$ cat config.mk
export PLATFORM = sky130hd
export DESIGN_NAME = ex_stage
export DESIGN_NICKNAME = d
export VERILOG_FILES = /design/src/rtl/ex_stage.sv
export SDC_FILE = /design/constraint.sdc
export NUM_CORES = 1
export LEC_CHECK = 0
export ABC_AREA = 1
export BUFFER_PORTS_ARGS = -buffer_cell sky130_fd_sc_hd__buf_2
export CAP_MARGIN = 20
export CORE_MARGIN = 2
export CORE_UTILIZATION = 35
export DETAILED_ROUTE_END_ITERATION = 8
export PLACE_DENSITY = 0.61
export SLEW_MARGIN = 30
export SYNTH_ARGS = -nofsm -noshare
export SYNTH_HDL_FRONTEND = slang
export SYNTH_SLANG_ARGS = --single-unit
$ cat constraint.sdc
create_clock -name clk -period 8.24 [get_ports clk]
set_clock_uncertainty 0.2 [all_clocks]
set_input_delay 0.412 -clock clk [delete_from_list [all_inputs] [get_ports clk]]
set_output_delay 0.412 -clock clk [all_outputs]
set_load 0.02 [all_outputs]
$ cat src/rtl/ex_stage.sv
// Execute stage: ID/EX operand slot with write-back snooping and bypass, ALU,
// and an EX/WB result slot, with valid/ready on both sides and a flush kill.
module ex_stage #(
   parameter int DATA_W = 16,
   parameter int REG_AW = 4
) (
   input  logic              clk,
   input  logic              rst,
   input  logic              in_valid,
   output logic              in_ready,
   input  logic [3:0]        opcode,
   input  logic [REG_AW-1:0] rd,
   input  logic [REG_AW-1:0] rs1,
   input  logic [REG_AW-1:0] rs2,
   input  logic [DATA_W-1:0] rs1_data,
   input  logic [DATA_W-1:0] rs2_data,
   input  logic [DATA_W-1:0] imm,
   input  logic              reg_write,
   input  logic [3:0]        alu_op,
   input  logic              flush,
   input  logic              wb_we,
   input  logic [REG_AW-1:0] wb_rd,
   input  logic [DATA_W-1:0] wb_data,
   output logic              out_valid,
   input  logic              out_ready,
   output logic [REG_AW-1:0] out_rd,
   output logic [DATA_W-1:0] out_result,
   output logic              out_reg_write,
   output logic              out_zero,
   output logic              out_carry
);

   localparam logic [3:0] ALU_ADD = 4'd0;
   localparam logic [3:0] ALU_SUB = 4'd1;
   localparam logic [3:0] ALU_AND = 4'd2;
   localparam logic [3:0] ALU_OR  = 4'd3;
   localparam logic [3:0] ALU_XOR = 4'd4;
   localparam logic [3:0] ALU_SLT = 4'd5;

   localparam logic [3:0] OP_ADDI = 4'h8;
   localparam logic [3:0] OP_ANDI = 4'h9;
   localparam logic [3:0] OP_ORI  = 4'hA;
   localparam logic [3:0] OP_XORI = 4'hB;

   logic              a_valid_reg;
   logic [3:0]        a_opcode_reg;
   logic [3:0]        a_alu_op_reg;
   logic [REG_AW-1:0] a_rd_reg;
   logic [DATA_W-1:0] a_imm_reg;
   logic              a_reg_write_reg;

   logic              b_free;
   logic              a_adv;
   logic              accept;
   logic              xfer;

   assign b_free   = !out_valid || out_ready;
   assign a_adv    = a_valid_reg && b_free;
   assign in_ready = !a_valid_reg || b_free;
   assign accept   = in_valid && in_ready && !flush;
   // flush beats a pending A->B move; the offered instruction is also dropped
   assign xfer     = a_adv && !flush;

   genvar gi;
   generate
      for (gi = 0; gi < 2; gi++) begin : g_opnd
         logic [REG_AW-1:0] rs_in;
         logic [DATA_W-1:0] data_in;
         logic [REG_AW-1:0] rs_reg;
         logic [DATA_W-1:0] op_reg;
         logic [DATA_W-1:0] fwd_next;

         assign rs_in   = (gi == 0) ? rs1 : rs2;
         assign data_in = (gi == 0) ? rs1_data : rs2_data;

         // Youngest producer wins: EX/WB slot, then the write-back port, then the latch
         assign fwd_next = (out_valid && out_reg_write && out_rd == rs_reg) ? out_result :
                           (wb_we && wb_rd == rs_reg)                       ? wb_data    :
                                                                              op_reg;

         always_ff @(posedge clk or posedge rst) begin
            if (rst) begin
               rs_reg <= '0;
               op_reg <= '0;
            end else if (accept) begin
               rs_reg <= rs_in;
               op_reg <= (wb_we && wb_rd == rs_in) ? wb_data : data_in;
            end else if (a_valid_reg && !a_adv && wb_we && wb_rd == rs_reg) begin
               op_reg <= wb_data;
            end
         end
      end
   endgenerate

   always_ff @(posedge clk or posedge rst) begin
      if (rst) begin
         a_valid_reg     <= 1'b0;
         a_opcode_reg    <= '0;
         a_alu_op_reg    <= '0;
         a_rd_reg        <= '0;
         a_imm_reg       <= '0;
         a_reg_write_reg <= 1'b0;
      end else begin
         if (flush)
            a_valid_reg <= 1'b0;
         else if (accept)
            a_valid_reg <= 1'b1;
         else if (a_adv)
            a_valid_reg <= 1'b0;

         if (accept) begin
            a_opcode_reg    <= opcode;
            a_alu_op_reg    <= alu_op;
            a_rd_reg        <= rd;
            a_imm_reg       <= imm;
            a_reg_write_reg <= reg_write;
         end
      end
   end

   logic [DATA_W-1:0] op_a;
   logic [DATA_W-1:0] op_b;
   logic [DATA_W:0]   sum_next;
   logic [DATA_W-1:0] result_next;
   logic              carry_next;

   assign op_a     = g_opnd[0].fwd_next;
   assign op_b     = (a_opcode_reg inside {OP_ADDI, OP_ANDI, OP_ORI, OP_XORI}) ? a_imm_reg
                                                                               : g_opnd[1].fwd_next;
   assign sum_next = {1'b0, op_a} + {1'b0, op_b};

   always_comb begin
      result_next = '0;
      carry_next  = 1'b0;
      case (a_alu_op_reg)
         ALU_ADD: {carry_next, result_next} = sum_next;
         ALU_SUB: begin
            result_next = op_a - op_b;
            carry_next  = (op_a < op_b);
         end
         ALU_AND: result_next = op_a & op_b;
         ALU_OR:  result_next = op_a | op_b;
         ALU_XOR: result_next = op_a ^ op_b;
         ALU_SLT: result_next = {{(DATA_W-1){1'b0}}, ($signed(op_a) < $signed(op_b))};
         default: ;
      endcase
   end

   always_ff @(posedge clk or posedge rst) begin
      if (rst) begin
         out_valid     <= 1'b0;
         out_rd        <= '0;
         out_result    <= '0;
         out_reg_write <= 1'b0;
         out_zero      <= 1'b0;
         out_carry     <= 1'b0;
      end else if (xfer) begin
         out_valid     <= 1'b1;
         out_rd        <= a_rd_reg;
         out_result    <= result_next;
         out_reg_write <= a_reg_write_reg;
         out_zero      <= (result_next == '0);
         out_carry     <= carry_next;
      end else if (out_ready) begin
         out_valid <= 1'b0;
      end
   end

endmodule
==> metrics list <==
- Internal Pwr Total: 1.13 mW
- Row count: 54
- For this run, the register share of the synthesized area comes to 0.295.
* Detailed-routing iteration count for the pre-antenna-repair pass: 7
- In this run the cell area of the synthesized design comes to 7800 µm².
- The number of endpoints with negative hold slack in the final report was 0.
- Cell at the root of the clock tree: sky130_fd_sc_hd__clkbuf_16
* Gate Count Post-Synth: about 1,200
- Clock-pin transition on the worst setup and hold timing paths: 0.07 ns
- Post-layout net count: around 1,400
- Data on the critical path arrives at its endpoint at 5.37 ns.
* Total CTS buffers: 9
- For the final routed database, the setup TNS stands at 0 ns.
- Detailed routing inserted a total of around 7,800 vias.
- After routing the design area is 8830 µm².
* Worst-case hold slack: a little under 0.05 ns
- Setup violations remaining at the end of the flow were counted as 0.
- Summed over all cells, the static leakage comes to slightly below 5 nW.
- Maximum fanout along the worst path: 21
- In this run the critical register-to-register path is launched from out_rd[0].
- Placed Instance Area: 8520 µm²
- After detailed routing, the number of remaining DRC violations is 0.
- Highest clock frequency the design can meet: 189 MHz
- Area added between synthesis and finish: 13.2%
- For the pin with the worst max-slew slack, the measured transition is about 0.94 ns.
- Summed over all layers, the routed wires come to approximately 23 mm.
- Total area of sequential cells: ~2300 µm²
- The initial utilization of the core area, before any placement, comes to 0.358.
- Die outline area: around 24,000 µm²
- The routed design uses slightly above 10 mm of met2 wire.
* Power share of the sequential group: 0.289
- Synthesis produced a netlist with a net count of 1,333.
- First-pass GRT wire length: roughly 38 mm
- The layout has approximately 2,400 filler cells.
- In this run, placement finished with an instance count of between 1,500 and 2,000.
- Of the total power, combinational logic draws 0.510.
* Pin count of the biggest net entering global routing: 60
- After detailed routing, the wire length on met1 is 11.1 mm.
- The setup check on the worst reg-to-reg path leaves a slack of around 3 ns.
- Gates resized during post-CTS repair numbered 0.
- Most common library cell in the layout ignoring fill and taps: sky130_fd_sc_hd__nand2_1
* Antenna violations before repair: 0
* Vias in the first global route: between 7,000 and 8,000
- Count of buffers from port buffering: 117
* Share of the synthesized area in compound gates (AO/OA/AOI/OAI): 0.191
- Dividing the detail-routed wire length by the instance count gives roughly 15 µm.
- Number of diodes added for antenna fixing: 0
* Skew-Pair Late Insertion Delay: between 0.3 and 0.4 ns
* Mean instance size in the synthesized netlist: around 6.6 µm²
* Metal3 WL: roughly 1.1 mm
* Area share of xor/xnor cells in the synthesized design: 0.0112
- Global routing finished with a remaining overflow of 0.
- The detailed router finished its first iteration with roughly 580 violations.
* NetSw: about 970 µW
* Run status: completed
* Via/cell ratio: just over 5
- Summing all multi-input logic gate instances after layout gives 4580 µm².
- Flops & latches, synth: 92
- Of the post-synthesis cell area, the part taken by muxes is 0.
- Core Area: roughly 22,000 µm²
* Height of the chip: between 150 and 200 µm
- Ports: 120
* Sum of internal, switching and leakage power: about 2.1 mW
- Share of cells above drive strength 1: 0.137
* Share of total power in the clock network: 0.201
* Simple-gate share of the synthesized area: 0.295
* Number of levels in the clock H-tree: 3
* Maximum resistive drop on vdd: 0.000120 V
- Setup repair after global routing missed its margin: false
- Top_reg_cell synth: sky130_fd_sc_hd__dfrtp_1
* Uppermost signal routing layer after detailed routing: met4
* GRT Overall Usage: 0.198
* Share of the clock period used by the worst path after layout: 0.643
* Final Instance Count excl. Fillers: between 1,500 and 2,000
* Startpoint of the worst setup timing path: out_rd[0]
- Startpoint type of the worst setup path: flip-flop
- The library cells used most frequently in the layout, excluding fill and tap cells, are 359 x sky130_fd_sc_hd__nand2_1, 168 x sky130_fd_sc_hd__inv_1, 117 x sky130_fd_sc_hd__buf_2.
- Hold path start: flush
* Element type at the critical path end: flip-flop
* Post-route minimum period: approximately 5.3 ns
- The detail route stage leaves a number of antenna-violating nets equal to 0.
- Headroom to the max-slew limit came out at 0.372.
* Fraction of power spent switching nets: 0.463
- Required time reported for the critical path endpoint: 8.32 ns
- The setup path with the least slack is of type flip-flop to flip-flop.
* Detailed placer's ending HPWL: 18.1 mm
- For this run, the number of Yosys warnings is 0.
- At the end of routability-driven placement, the weighted congestion stood at approximately 0.9.
- Adder and majority cell fraction of the synthesized area: 0.0869
* Sink count of the clock tree: 92
* Combinational family with the most area after synthesis: simple AND/OR/NAND/NOR gates
* Count of flip-flops with a built-in enable after synthesis: 0
- Counting flops with an async set or reset pin after synthesis yields a share of 1.00.
- The final count of pins violating max slew is 0.
- Max-cap violations: 0
- Die width: around 150 µm
- The min-delay analysis places its worst path in the category input pin to flip-flop.
- Dividing total power by cell area gives a power density of around 240 nW/µm².
- Clock tree from TritonCTS: built
- Flip-flop count of the largest register after layout: 32
- Clock Path Buffers: 2
- Unique cell type count in the Yosys netlist: 42
## stage by stage
stage                util  setup WS [ns]
global placement    0.390           3.02
global route        0.405           2.51
finish              0.405           2.94
CTS                 0.405           2.90
detailed placement  0.391           2.93
floorplan               -           4.85
## worst paths after layout
kind                                        to  cells after the start
min                                a_valid_reg                      2
max                                   out_zero                     22
min reg2reg                       a_imm_reg[8]                      2
max in group asynchronous         a_imm_reg[9]                      4
min in group asynchronous  g_opnd[1].rs_reg[0]                      3
max reg2reg                           out_zero                     22
## kinds of logic after synthesis
group	Yosys count
AOI/OAI and AO/OA	248
xor gates and xnor gates	10
adders and majority gates	53
buffers and inverters	229
DFF	92
and+or+nand+nor	553
## routing by layer
metal	GRT usage	up-vias
met5	0	-
met4	0.0613	0
met3	0.0173	31
met2	0.319	213
met1	0.283	3571
li1	-	4004
## power by group through the flow
| stage | clock network (mW) | registers (mW) | logic, mW |
|---|---|---|---|
| after global placement | 0 | 0.612 | 1.04 |
| after CTS | 0.429 | 0.606 | 1.06 |
| after floorplan | 0 | 0.641 | 0.762 |
| final | 0.422 | 0.607 | 1.07 |
| after detailed placement | 0 | 0.614 | 1.06 |
| after global routing | 0.446 | 0.619 | 1.21 |
## cells in the mapped netlist (2+ instances only)
| library cell | n | share of area |
|---|---|---|
| sky130_fd_sc_hd__nand2_1 | 359 | 0.17 |
| sky130_fd_sc_hd__inv_1 | 170 | 0.082 |
| sky130_fd_sc_hd__dfrtp_1 | 92 | 0.30 |
| sky130_fd_sc_hd__o21ai_0 | 91 | 0.058 |
| sky130_fd_sc_hd__nand3_1 | 85 | 0.055 |
| sky130_fd_sc_hd__nor2_1 | 73 | 0.035 |
| sky130_fd_sc_hd__ha_1 | 51 | 0.082 |
| sky130_fd_sc_hd__a21oi_1 | 46 | 0.030 |
| sky130_fd_sc_hd__o211ai_1 | 37 | 0.036 |
| sky130_fd_sc_hd__o21ai_1 | 22 | 0.014 |
| sky130_fd_sc_hd__buf_2 | 21 | 0.013 |
| sky130_fd_sc_hd__o22ai_1 | 19 | 0.015 |
| sky130_fd_sc_hd__clkbuf_1 | 17 | 0.0082 |
| sky130_fd_sc_hd__a22oi_1 | 11 | 0.011 |
| sky130_fd_sc_hd__nand4_1 | 8 | 0.0064 |
| sky130_fd_sc_hd__buf_4 | 7 | 0.0067 |
| sky130_fd_sc_hd__inv_2 | 7 | 0.0034 |
| sky130_fd_sc_hd__nand2_2 | 7 | 0.0056 |
| sky130_fd_sc_hd__xor2_1 | 6 | 0.0067 |
| sky130_fd_sc_hd__a22oi_2 | 5 | 0.0080 |
| sky130_fd_sc_hd__buf_6 | 4 | 0.0058 |
| sky130_fd_sc_hd__nand3b_1 | 4 | 0.0038 |
| sky130_fd_sc_hd__nor3_1 | 4 | 0.0026 |
| sky130_fd_sc_hd__nor3_2 | 4 | 0.0051 |
| sky130_fd_sc_hd__o21bai_1 | 4 | 0.0038 |
| sky130_fd_sc_hd__xnor2_1 | 4 | 0.0045 |
| sky130_fd_sc_hd__o2111ai_1 | 3 | 0.0034 |
| sky130_fd_sc_hd__a211oi_1 | 2 | 0.0019 |
| sky130_fd_sc_hd__a21oi_2 | 2 | 0.0022 |
| sky130_fd_sc_hd__a31oi_1 | 2 | 0.0016 |
| sky130_fd_sc_hd__and2_1 | 2 | 0.0016 |
| sky130_fd_sc_hd__buf_1 | 2 | 0.00096 |
| sky130_fd_sc_hd__fa_1 | 2 | 0.0051 |
| sky130_fd_sc_hd__nand3_2 | 2 | 0.0026 |
| sky130_fd_sc_hd__nor2_2 | 2 | 0.0016 |
| sky130_fd_sc_hd__o221ai_1 | 2 | 0.0022 |
## critical path, stage by stage (launching register included)
cell and delay, ns:
sky130_fd_sc_hd__dfrtp_1 0.38, sky130_fd_sc_hd__inv_1 0.14, sky130_fd_sc_hd__o22ai_1 0.10, sky130_fd_sc_hd__a211oi_1 0.20, sky130_fd_sc_hd__nand3_1 0.71, sky130_fd_sc_hd__inv_1 0.70
sky130_fd_sc_hd__a21oi_1 0.13, sky130_fd_sc_hd__a22oi_1 0.47, sky130_fd_sc_hd__inv_1 0.18, sky130_fd_sc_hd__fa_1 0.47, sky130_fd_sc_hd__inv_1 0.10, sky130_fd_sc_hd__nand2_1 0.07
sky130_fd_sc_hd__nand2_1 0.09, sky130_fd_sc_hd__nand2_1 0.09, sky130_fd_sc_hd__nand2_2 0.10, sky130_fd_sc_hd__nand2_2 0.07, sky130_fd_sc_hd__nand2_1 0.06, sky130_fd_sc_hd__nand2_1 0.05
sky130_fd_sc_hd__nand3_1 0.14, sky130_fd_sc_hd__nand2_1 0.13, sky130_fd_sc_hd__nor3_1 0.41, sky130_fd_sc_hd__nand3_1 0.14, sky130_fd_sc_hd__nand2_1 0.08
## repair_timing
item,in CTS,in global routing
buffers inserted,0,0
hold buffers,1,0
endpoints found under the hold margin,33,0
## cell type report
cell class | instances | share of cell area
Sequential cell | 92 | 0.261
Multi-Input combinational cell | 864 | 0.518
Inverter | 177 | 0.0753
Clock inverter | 6 | 0.00807
Timing Repair Buffer | 124 | 0.0725
Clock buffer | 10 | 0.0259
Tap cell | 280 | 0.0397
No activity file was read; power rests on OpenSTA's default activity.
